File: config.mk
export PLATFORM = sky130hd
export DESIGN_NAME = btb_port_arbiter
export DESIGN_NICKNAME = d
export VERILOG_FILES = /design/src/rtl/btb_ctrl_pkg.sv /design/src/rtl/btb_upd_fifo.sv /design/src/rtl/btb_port_arbiter.sv
export SDC_FILE = /design/constraint.sdc
export NUM_CORES = 1
export LEC_CHECK = 0
export CAP_MARGIN = 20
export CELL_PAD_IN_SITES_DETAIL_PLACEMENT = 1
export CELL_PAD_IN_SITES_GLOBAL_PLACEMENT = 1
export CORE_MARGIN = 10
export CORE_UTILIZATION = 40
export DETAILED_ROUTE_END_ITERATION = 10
export PLACE_DENSITY_LB_ADDON = 0.1
export SETUP_SLACK_MARGIN = 0.05
export SYNTH_ARGS = -nofsm -noshare
export SYNTH_HDL_FRONTEND = slang
export SYNTH_SLANG_ARGS = --single-unit
File: constraint.sdc
create_clock -name i_clk -period 7.4 [get_ports i_clk]
set_input_delay 0.74 -clock i_clk [delete_from_list [all_inputs] [get_ports i_clk]]
set_output_delay 0.74 -clock i_clk [all_outputs]
set_load 0.005 [all_outputs]
File: src/rtl/btb_ctrl_pkg.sv
// Shared types and default constants for the BTB access-port arbiter.
package btb_ctrl_pkg;

  localparam int unsigned DEF_SET_COUNT    = 4;
  localparam int unsigned DEF_ADDR_WIDTH   = 64;
  localparam int unsigned DEF_UPD_DEPTH    = 4;
  localparam int unsigned DEF_STARVE_LIMIT = 3;

  localparam int unsigned PKG_ADDR_WIDTH = DEF_ADDR_WIDTH;

  typedef enum logic {
    SWEEP = 1'b0,
    RUN   = 1'b1
  } arb_state_t;

  typedef struct packed {
    logic [PKG_ADDR_WIDTH-1:0] pc;
    logic [PKG_ADDR_WIDTH-1:0] target;
  } upd_entry_t;

endpackage

File: src/rtl/btb_upd_fifo.sv
// Synchronous FIFO buffering resolved-branch updates; clear empties it in one cycle.
module btb_upd_fifo #(
  parameter int unsigned WIDTH = 128,
  parameter int unsigned DEPTH = 4
) (
  input  logic                     clk,
  input  logic                     rst_n,
  input  logic                     clear,
  input  logic                     push,
  input  logic                     pop,
  input  logic [WIDTH-1:0]         wdata,
  output logic [WIDTH-1:0]         rdata,
  output logic [$clog2(DEPTH):0]   count
);

  localparam int unsigned PTR_W = $clog2(DEPTH);
  localparam int unsigned CNT_W = PTR_W + 1;

  logic [WIDTH-1:0] mem [DEPTH];
  logic [PTR_W-1:0] wr_ptr;
  logic [PTR_W-1:0] rd_ptr;

  always_ff @(posedge clk) begin
    if (!rst_n || clear) begin
      wr_ptr <= '0;
      rd_ptr <= '0;
      count  <= '0;
    end else begin
      if (push) wr_ptr <= wr_ptr + PTR_W'(1);
      if (pop)  rd_ptr <= rd_ptr + PTR_W'(1);
      if (push && !pop)      count <= count + CNT_W'(1);
      else if (pop && !push) count <= count - CNT_W'(1);
    end
  end

  always_ff @(posedge clk) begin
    if (push) mem[wr_ptr] <= wdata;
  end

  assign rdata = mem[rd_ptr];

endmodule

File: src/rtl/btb_port_arbiter.sv
// Shares the single BTB port between fetch lookups and buffered execute updates,
// and sequences the invalidation sweep after reset and flush.
module btb_port_arbiter
  import btb_ctrl_pkg::*;
#(
  parameter int unsigned SET_COUNT    = DEF_SET_COUNT,
  parameter int unsigned ADDR_WIDTH   = DEF_ADDR_WIDTH,
  parameter int unsigned UPD_DEPTH    = DEF_UPD_DEPTH,
  parameter int unsigned STARVE_LIMIT = DEF_STARVE_LIMIT
) (
  input  logic                         i_clk,
  input  logic                         i_rst_n,
  input  logic                         i_flush,
  input  logic                         i_fetch_req,
  input  logic [ADDR_WIDTH-1:0]        i_fetch_addr,
  output logic                         o_fetch_grant,
  input  logic                         i_upd_valid,
  input  logic [ADDR_WIDTH-1:0]        i_upd_pc,
  input  logic [ADDR_WIDTH-1:0]        i_upd_target,
  output logic                         o_upd_ready,
  output logic [ADDR_WIDTH-1:0]        o_btb_addr,
  output logic [ADDR_WIDTH-1:0]        o_btb_target,
  output logic                         o_btb_we,
  output logic                         o_btb_inval,
  output logic [$clog2(SET_COUNT)-1:0] o_btb_inval_idx,
  output logic                         o_busy
);

  localparam int unsigned IDX_W = $clog2(SET_COUNT);
  localparam int unsigned CNT_W = $clog2(UPD_DEPTH) + 1;
  localparam int unsigned ST_W  = $clog2(STARVE_LIMIT + 1);

  arb_state_t        state, state_nx;
  logic [IDX_W-1:0]  idx, idx_nx;
  logic [ST_W-1:0]   starve, starve_nx;
  logic [CNT_W-1:0]  count;
  logic [2*ADDR_WIDTH-1:0] head;
  logic              push, pop, fifo_empty, upd_slot;

  btb_upd_fifo #(
    .WIDTH (2 * ADDR_WIDTH),
    .DEPTH (UPD_DEPTH)
  ) u_fifo (
    .clk   (i_clk),
    .rst_n (i_rst_n),
    .clear (i_flush),
    .push  (push),
    .pop   (pop),
    .wdata ({i_upd_pc, i_upd_target}),
    .rdata (head),
    .count (count)
  );

  always_ff @(posedge i_clk) begin
    if (!i_rst_n) begin
      state  <= SWEEP;
      idx    <= '0;
      starve <= '0;
    end else begin
      state  <= state_nx;
      idx    <= idx_nx;
      starve <= starve_nx;
    end
  end

  assign fifo_empty = (count == '0);
  assign upd_slot   = !fifo_empty && (!i_fetch_req || starve == ST_W'(STARVE_LIMIT));

  always_comb begin
    state_nx        = state;
    idx_nx          = idx;
    starve_nx       = starve;
    o_fetch_grant   = 1'b0;
    o_upd_ready     = 1'b0;
    o_btb_we        = 1'b0;
    o_btb_inval     = 1'b0;
    o_btb_inval_idx = idx;
    o_busy          = 1'b0;
    o_btb_addr      = i_fetch_addr;
    o_btb_target    = head[ADDR_WIDTH-1:0];
    push            = 1'b0;
    pop             = 1'b0;

    if (!i_rst_n) begin
      o_busy = 1'b1;
    end else begin
      case (state)
        SWEEP: begin
          o_btb_inval = 1'b1;
          o_busy      = 1'b1;
          idx_nx      = idx + IDX_W'(1);
          if (idx == IDX_W'(SET_COUNT - 1)) begin
            state_nx = RUN;
            idx_nx   = '0;
          end
        end
        default: begin
          // Readiness uses the registered count, so a pop never frees a slot for a same-cycle push.
          o_upd_ready = (count < CNT_W'(UPD_DEPTH));
          push        = i_upd_valid && o_upd_ready;
          if (upd_slot) begin
            o_btb_we   = 1'b1;
            o_btb_addr = head[2*ADDR_WIDTH-1:ADDR_WIDTH];
            pop        = 1'b1;
            starve_nx  = '0;
          end else if (i_fetch_req) begin
            o_fetch_grant = 1'b1;
            if (starve != ST_W'(STARVE_LIMIT)) starve_nx = starve + ST_W'(1);
          end
          if (fifo_empty) starve_nx = '0;
        end
      endcase

      if (i_flush) begin
        o_fetch_grant = 1'b0;
        o_upd_ready   = 1'b0;
        o_btb_we      = 1'b0;
        push          = 1'b0;
        pop           = 1'b0;
        state_nx      = SWEEP;
        idx_nx        = '0;
        starve_nx     = '0;
      end
    end
  end

endmodule

; Yosys cells after proc, flatten, opt, wreduce, memory -nomap -nowiden
; Memories as Yosys holds them, arrays and structs flattened. A register that Yosys moved wholly into a read port is not among the register bits.
; Index checks and enable logic that the tools add are counted.
; W data, S select, Z words.
[word_totals]
out_inout_bits = 135
inputBits = 197
elab_cells = 69
ff_bits = 12
mem_count = 1
ramBits = 512
[op_classes]
eq_ne = 3
addsub = 6
reduce_logical = 17
mux = 34
order_cmp = 1
n_bitwise = 1
[mem_list]
columns = name, depth, word_bits, read_ports, rd_ports_with_merged_regs, wr, line
row1 = u_fifo.mem, 4, 128, 1, 1, 1, btb_upd_fifo.sv:19  ; logic [WIDTH-1:0] mem [DEPTH];
[ops]
columns = cell, count
row1 = $mux W64, 3
row2 = $mux W1, 22
row3 = $mux W2, 7
row4 = $add A2 B1 Y2 const B, 4
row5 = $mux W3, 2
row6 = $reduce_bool A3 Y1, 2
row7 = $logic_not A1 Y1, 5
row8 = $eq A2 B2 Y1 const B, 2
row9 = $logic_and A1 B1 Y1, 4
row10 = $add A3 B1 Y3 const B, 1
row11 = $logic_not A3 Y1, 1
row12 = $lt A3 B3 Y1 const B, 1
row13 = $reduce_and A3 Y1, 1
row14 = $sub A3 B1 Y3 const B, 1
row15 = $logic_or A1 B1 Y1, 2
row16 = $ne A2 B2 Y1 const B, 1
row17 = $reduce_bool A2 Y1, 1
row18 = $reduce_or A2 Y1, 1
row19 = $not A1 Y1, 1

; Depth between registers and ports, before layout
[depth]
ltp_word = 10
depth_mapped = 9
ltp_nobuf = 9

; By module
; Synthesis repeated with hierarchy kept, for this count alone.
[unflattened]
cells_unflattened = 814
hier_area_um2 = 20075.5
[by_module_without_submodules]
columns = mod, area_each_um2, cells_each, n_inst, seq_area_each_um2
row1 = btb_upd_fifo, 18994.5, 711, 1, 15554.9
row2 = btb_port_arbiter, 1081.0, 103, 1, 100.1

; Worst setup path after synthesis
; No wires, ideal clock.
[synth_timing]
path_type = in2reg
from = input port i_upd_valid
to = memory u_fifo.mem[0][0] (enable)
t_required_ps = 6898
path_slack_ps = 2832
path_buffers = 0
arrival_time_ps = 4065
setup_ps = 502
stages = 3
path_cell_list = nand4b_1 > nor2_1 > and2_1
[synth_between]
elab_chain_cells = 6
[synth_rtl]
columns = element, line
row1 = from (decl), btb_port_arbiter.sv:17  ; input logic i_upd_valid,
row2 = $logic_and A1 B1 Y1, btb_port_arbiter.sv:100  ; push = i_upd_valid && o_upd_ready;
row3 = $mux W1, btb_port_arbiter.sv:87  ; case (state)
row4 = $mux W1, btb_port_arbiter.sv:114  ; if (i_flush) begin
row5 = $mux W1, btb_port_arbiter.sv:84  ; if (!i_rst_n) begin
row6 = named net push, btb_port_arbiter.sv:38  ; logic push, pop, fifo_empty, upd_slot;
row7 = $mux W1, btb_upd_fifo.sv:37  ; if (push) mem[wr_ptr] <= wdata;
row8 = $mux W1 (implied by the code), btb_upd_fifo.sv:37
row9 = to (decl), btb_upd_fifo.sv:19
; The timed path passes the listed nets, and every way through them passes these cells.

==> run summary <==
The area of all placed cells without fillers was 25,700 um2; the depth of the worst hold-timing path was 2. Counting the fill cells in the layout gives 4,326. A synthesized cell averages 24.4 um2.

The flow ran to the end, and the final reports show no timing, DRC or antenna violations. Leaving out filler cells and counting taps, the final layout contains 1,893. The reg-to-reg endpoint was u_fifo.mem[1][10]. The first-pass GRT wire length is 69,100 um. For the final routed database, the setup TNS stands at 0 ns.

The area growth from synthesis to layout is 28.6%. The tools report the maximum root-to-sink buffer count as 3. Traced cell by cell, the critical path runs through buf_4 > mux4_2 > mux2_2 > clkdlybuf4s50_1. The tools report the number of design rule violations left after detail routing as 0. The number of antenna violations at the first check in global routing was 5.

The depth of the critical timing path with buffers and inverters included was 4; the warning count from the yosys run was 0. The net count after synthesis is 1,026. Setup violations remaining at the end of the flow were counted as 0.

TritonCTS built the clock tree. After global routing the overflow that remains totals 0. By startpoint and endpoint, the worst setup path is classified as register to output port. The smallest clock period supported by the final layout is computed as 4.28 ns. In the layout the commonest cells are edfxtp_1 (512), clkdlybuf4s50_1 (331), mux4_2 (128). For this design the static power due to leakage is 7.97 nW. For this design, the slowest cell found on the critical path is dfxtp_4. In this run the most critical hold path is launched from starve[1]. The synthesized design contains 526 register bits. For this configuration, the core starts out at a cell density of 40.7%. Dividing the detail-routed wire length by the instance count gives 24.3 um. Across every metal layer, demand over resource in global routing totals 15.3%.

Clock-pin slew was measured on the worst setup and hold paths at 0.06 ns. Measured along the x axis, the die boundary spans 244 um. The peak ir drop on the vdd network is 0.000187 V, and the power density of the placed cells is 234 nW/um2. Headroom to the max-slew limit came out at 37.5%. Of the cells placed in the final design, the portion with a size suffix greater than 1 is 23.1%.

The aggregate routed wire length was 46,100 um; the delay of the slowest cell on the worst path was 0.90 ns. Sequential cells were found to cover 78.3% of the synthesized design area. In the final design database the tool counted 1,387 nets. The most common cell after layout, fill and taps aside is edfxtp_1. For this design the top-level I/O count stands at 332.

The die is 244 um tall. Critical path's top delay family: buffers and inverters. The number of gates resized after CTS is 0.

The worst setup path is captured at an output port. The cell sitting at the root of the clock tree is a clkbuf_16. Cell count after placement: 1,789. In this run the remaining antenna-violating nets after routing total 0. The total count of hold-check failures in the final report came out at 0.

The worst hold path belongs to the class register to register. The run gives 3.54 ns as the endpoint arrival time on the critical path. The pre-antenna-repair detailed-routing pass consisted of 4 iterations. The depth of the most critical reg-to-reg path came out at 4. The tools report the number of buffers created by CTS as 55. Final count of pins violating max slew: 0. Data on the critical path is required at its endpoint by 6.66 ns.

The number of sinks driven by the clock tree was 526; the synthesized cell area was 20,000 um2. In the routed layout, each cell is associated on average with a via count of 4.99. Of all nets on the critical path, the largest fanout is 55. The run gives 4.36 ns as the reg2reg setup slack. For the weighted congestion reported at the end of routability-driven placement, the log shows 0.721. Clock skew on the completed layout was measured at 0.0195 ns.

The reported max-cap violation count was 0. At the later pin of the worst-skew pair, clock insertion delay measures 0.59 ns. Startpoint of the worst-slack reg-to-reg timing path: state.

The cell area after placement is 24,100 um2, and the gate count after technology mapping is 821. For this run, the share of the core covered by cells in the final layout is 52.3%. In the finished design, the share of the clock period the worst path needs comes to 57.9%. The register cell area after layout was 15,700 um2. Detailed placement ended at an HPWL of 29,200 um. After floorplanning, the core was divided into 81 placement rows. Hold is met by 0.475 ns.

Timing would allow up to 234 MHz. The region available for standard cell placement spans 49,200 um2. The hold path endpoint is starve[1]. The worst-margin pin slew is 0.938 ns, and the largest net degree at the start of global routing is 77. The multi-input combinational cells in the finished layout cover a total of 4090 um2. The routed layout has 9,445 vias.

The number of buffer and inverter stages on the critical path was 2; the die footprint was 59,300 um2. The logs give 33 for the count of unique library cells instantiated by Yosys and 2 for the CTS H-tree depth. STA classifies the critical path startpoint as a register. The total of buffers placed on input and output ports was 331. Buffers added to address setup during post-CTS repair amount to 0. After the first detailed-routing iteration, the DRC count stood at 461. Setup repair after global routing left no endpoint under its margin. The logs give 10,488 for the via count of the first global-routing pass and 0 for the hold buffer count at CTS.
==> stage by stage <==
step / power, mW / setup WS (ns)
floorplan: 3.36 / 2.83
global placement: 3.52 / 3.24
detailed placement: 3.53 / 3.18
CTS: 6.10 / 2.99
global route: 6.22 / 2.91
finish: 6.01 / 3.12
==> synthesized netlist by cell type <==
library cell / count / area [um2]
a21oi_1: 9 / 45.0
o21ai_0: 3 / 15.0
dfxtp_1: 14 / 280
nand2b_1: 2 / 12.5
mux4_2: 128 / 2880
nor3_1: 2 / 10.0
edfxtp_1: 512 / 15400
mux2_1: 1 / 11.3
mux2_4: 10 / 150
or3_1: 3 / 18.8
buf_4: 10 / 75.1
clkbuf_1: 10 / 37.5
mux2_2: 53 / 597
o31ai_1: 2 / 15.0
nor3_4: 1 / 16.3
or4_1: 3 / 22.5
nor2_1: 7 / 26.3
nand2_1: 4 / 15.0
fa_1: 1 / 20.0
buf_6: 9 / 101
nand4_1: 2 / 12.5
nor3_2: 1 / 10.0
o2111a_1: 1 / 11.3
buf_2: 5 / 25.0
inv_1: 5 / 18.8
and2_1: 4 / 25.0
nor2b_1: 3 / 18.8
or3b_2: 1 / 8.76
ha_1: 7 / 87.6
buf_1: 3 / 11.3
mux2i_1: 2 / 20.0
xor2_1: 2 / 17.5
nand4b_1: 1 / 8.76
==> sequential cells by signal, indices dropped and copies added, names as in the netlist, named ones only <==
register and cells:
u_fifo.mem 512, u_fifo.rd_ptr 2, starve 2, o_btb_inval_idx 2, u_fifo.count 3, state 1
u_fifo.wr_ptr 2
==> cells by family (layout without fill, tap and decap cells) <==
family          after synthesis  in the layout  share of synthesized area (%)
flops                       526            526                           78.3
xor+xnor                      2              2                         0.0876
mux                         194            194                           18.3
compound gates               15             15                          0.432
other cells                   0              3                              0
buf+inv                      42            447                           1.34
fa+ha+maj                     8              8                          0.538
simple gates                 34             34                           1.03
==> worst max-delay path by stage <==
| stage | from | endpoint |
|---|---|---|
| finish | register | o_btb_addr[15] |
| global route | register | o_btb_addr[0] |
| CTS | register | o_btb_addr[60] |
| detailed placement | i_rst_n | o_btb_addr[53] |
| global placement | i_rst_n | o_btb_addr[29] |
| floorplan | i_upd_valid | u_fifo.mem[0][0] |
==> cell type report <==
cell class | instances | area share (%)
Sequential cell | 526 | 60.9
Inverter | 5 | 0.0730
Tap cell | 664 | 3.23
Timing Repair Buffer | 341 | 13.4
Clock inverter | 24 | 0.520
Multi-Input combinational cell | 253 | 15.9
Antenna cell | 3 | 0.0292
Clock buffer | 77 | 5.95
==> worst min-delay path, stage by stage, from the launching register on <==
cell and delay [ns]:
dfxtp_1 0.32, nand2_1 0.06, a21oi_1 0.05
==> routing by layer <==
metal / GRT usage, % / share of wire (%)
met5: 0 / 0.093
met1: 19.5 / 42
met2: 25.2 / 49
met4: 4.33 / 2.0
met3: 4.49 / 6.7
==> power by group <==
part	leakage [nW]	internal (mW)	switching (mW)
Sequential	4.71	3.26	0.000724
Combinational	2.43	0.137	0.0621
Clock	0.819	1.47	1.08
Power figures use the tool's default switching activity.
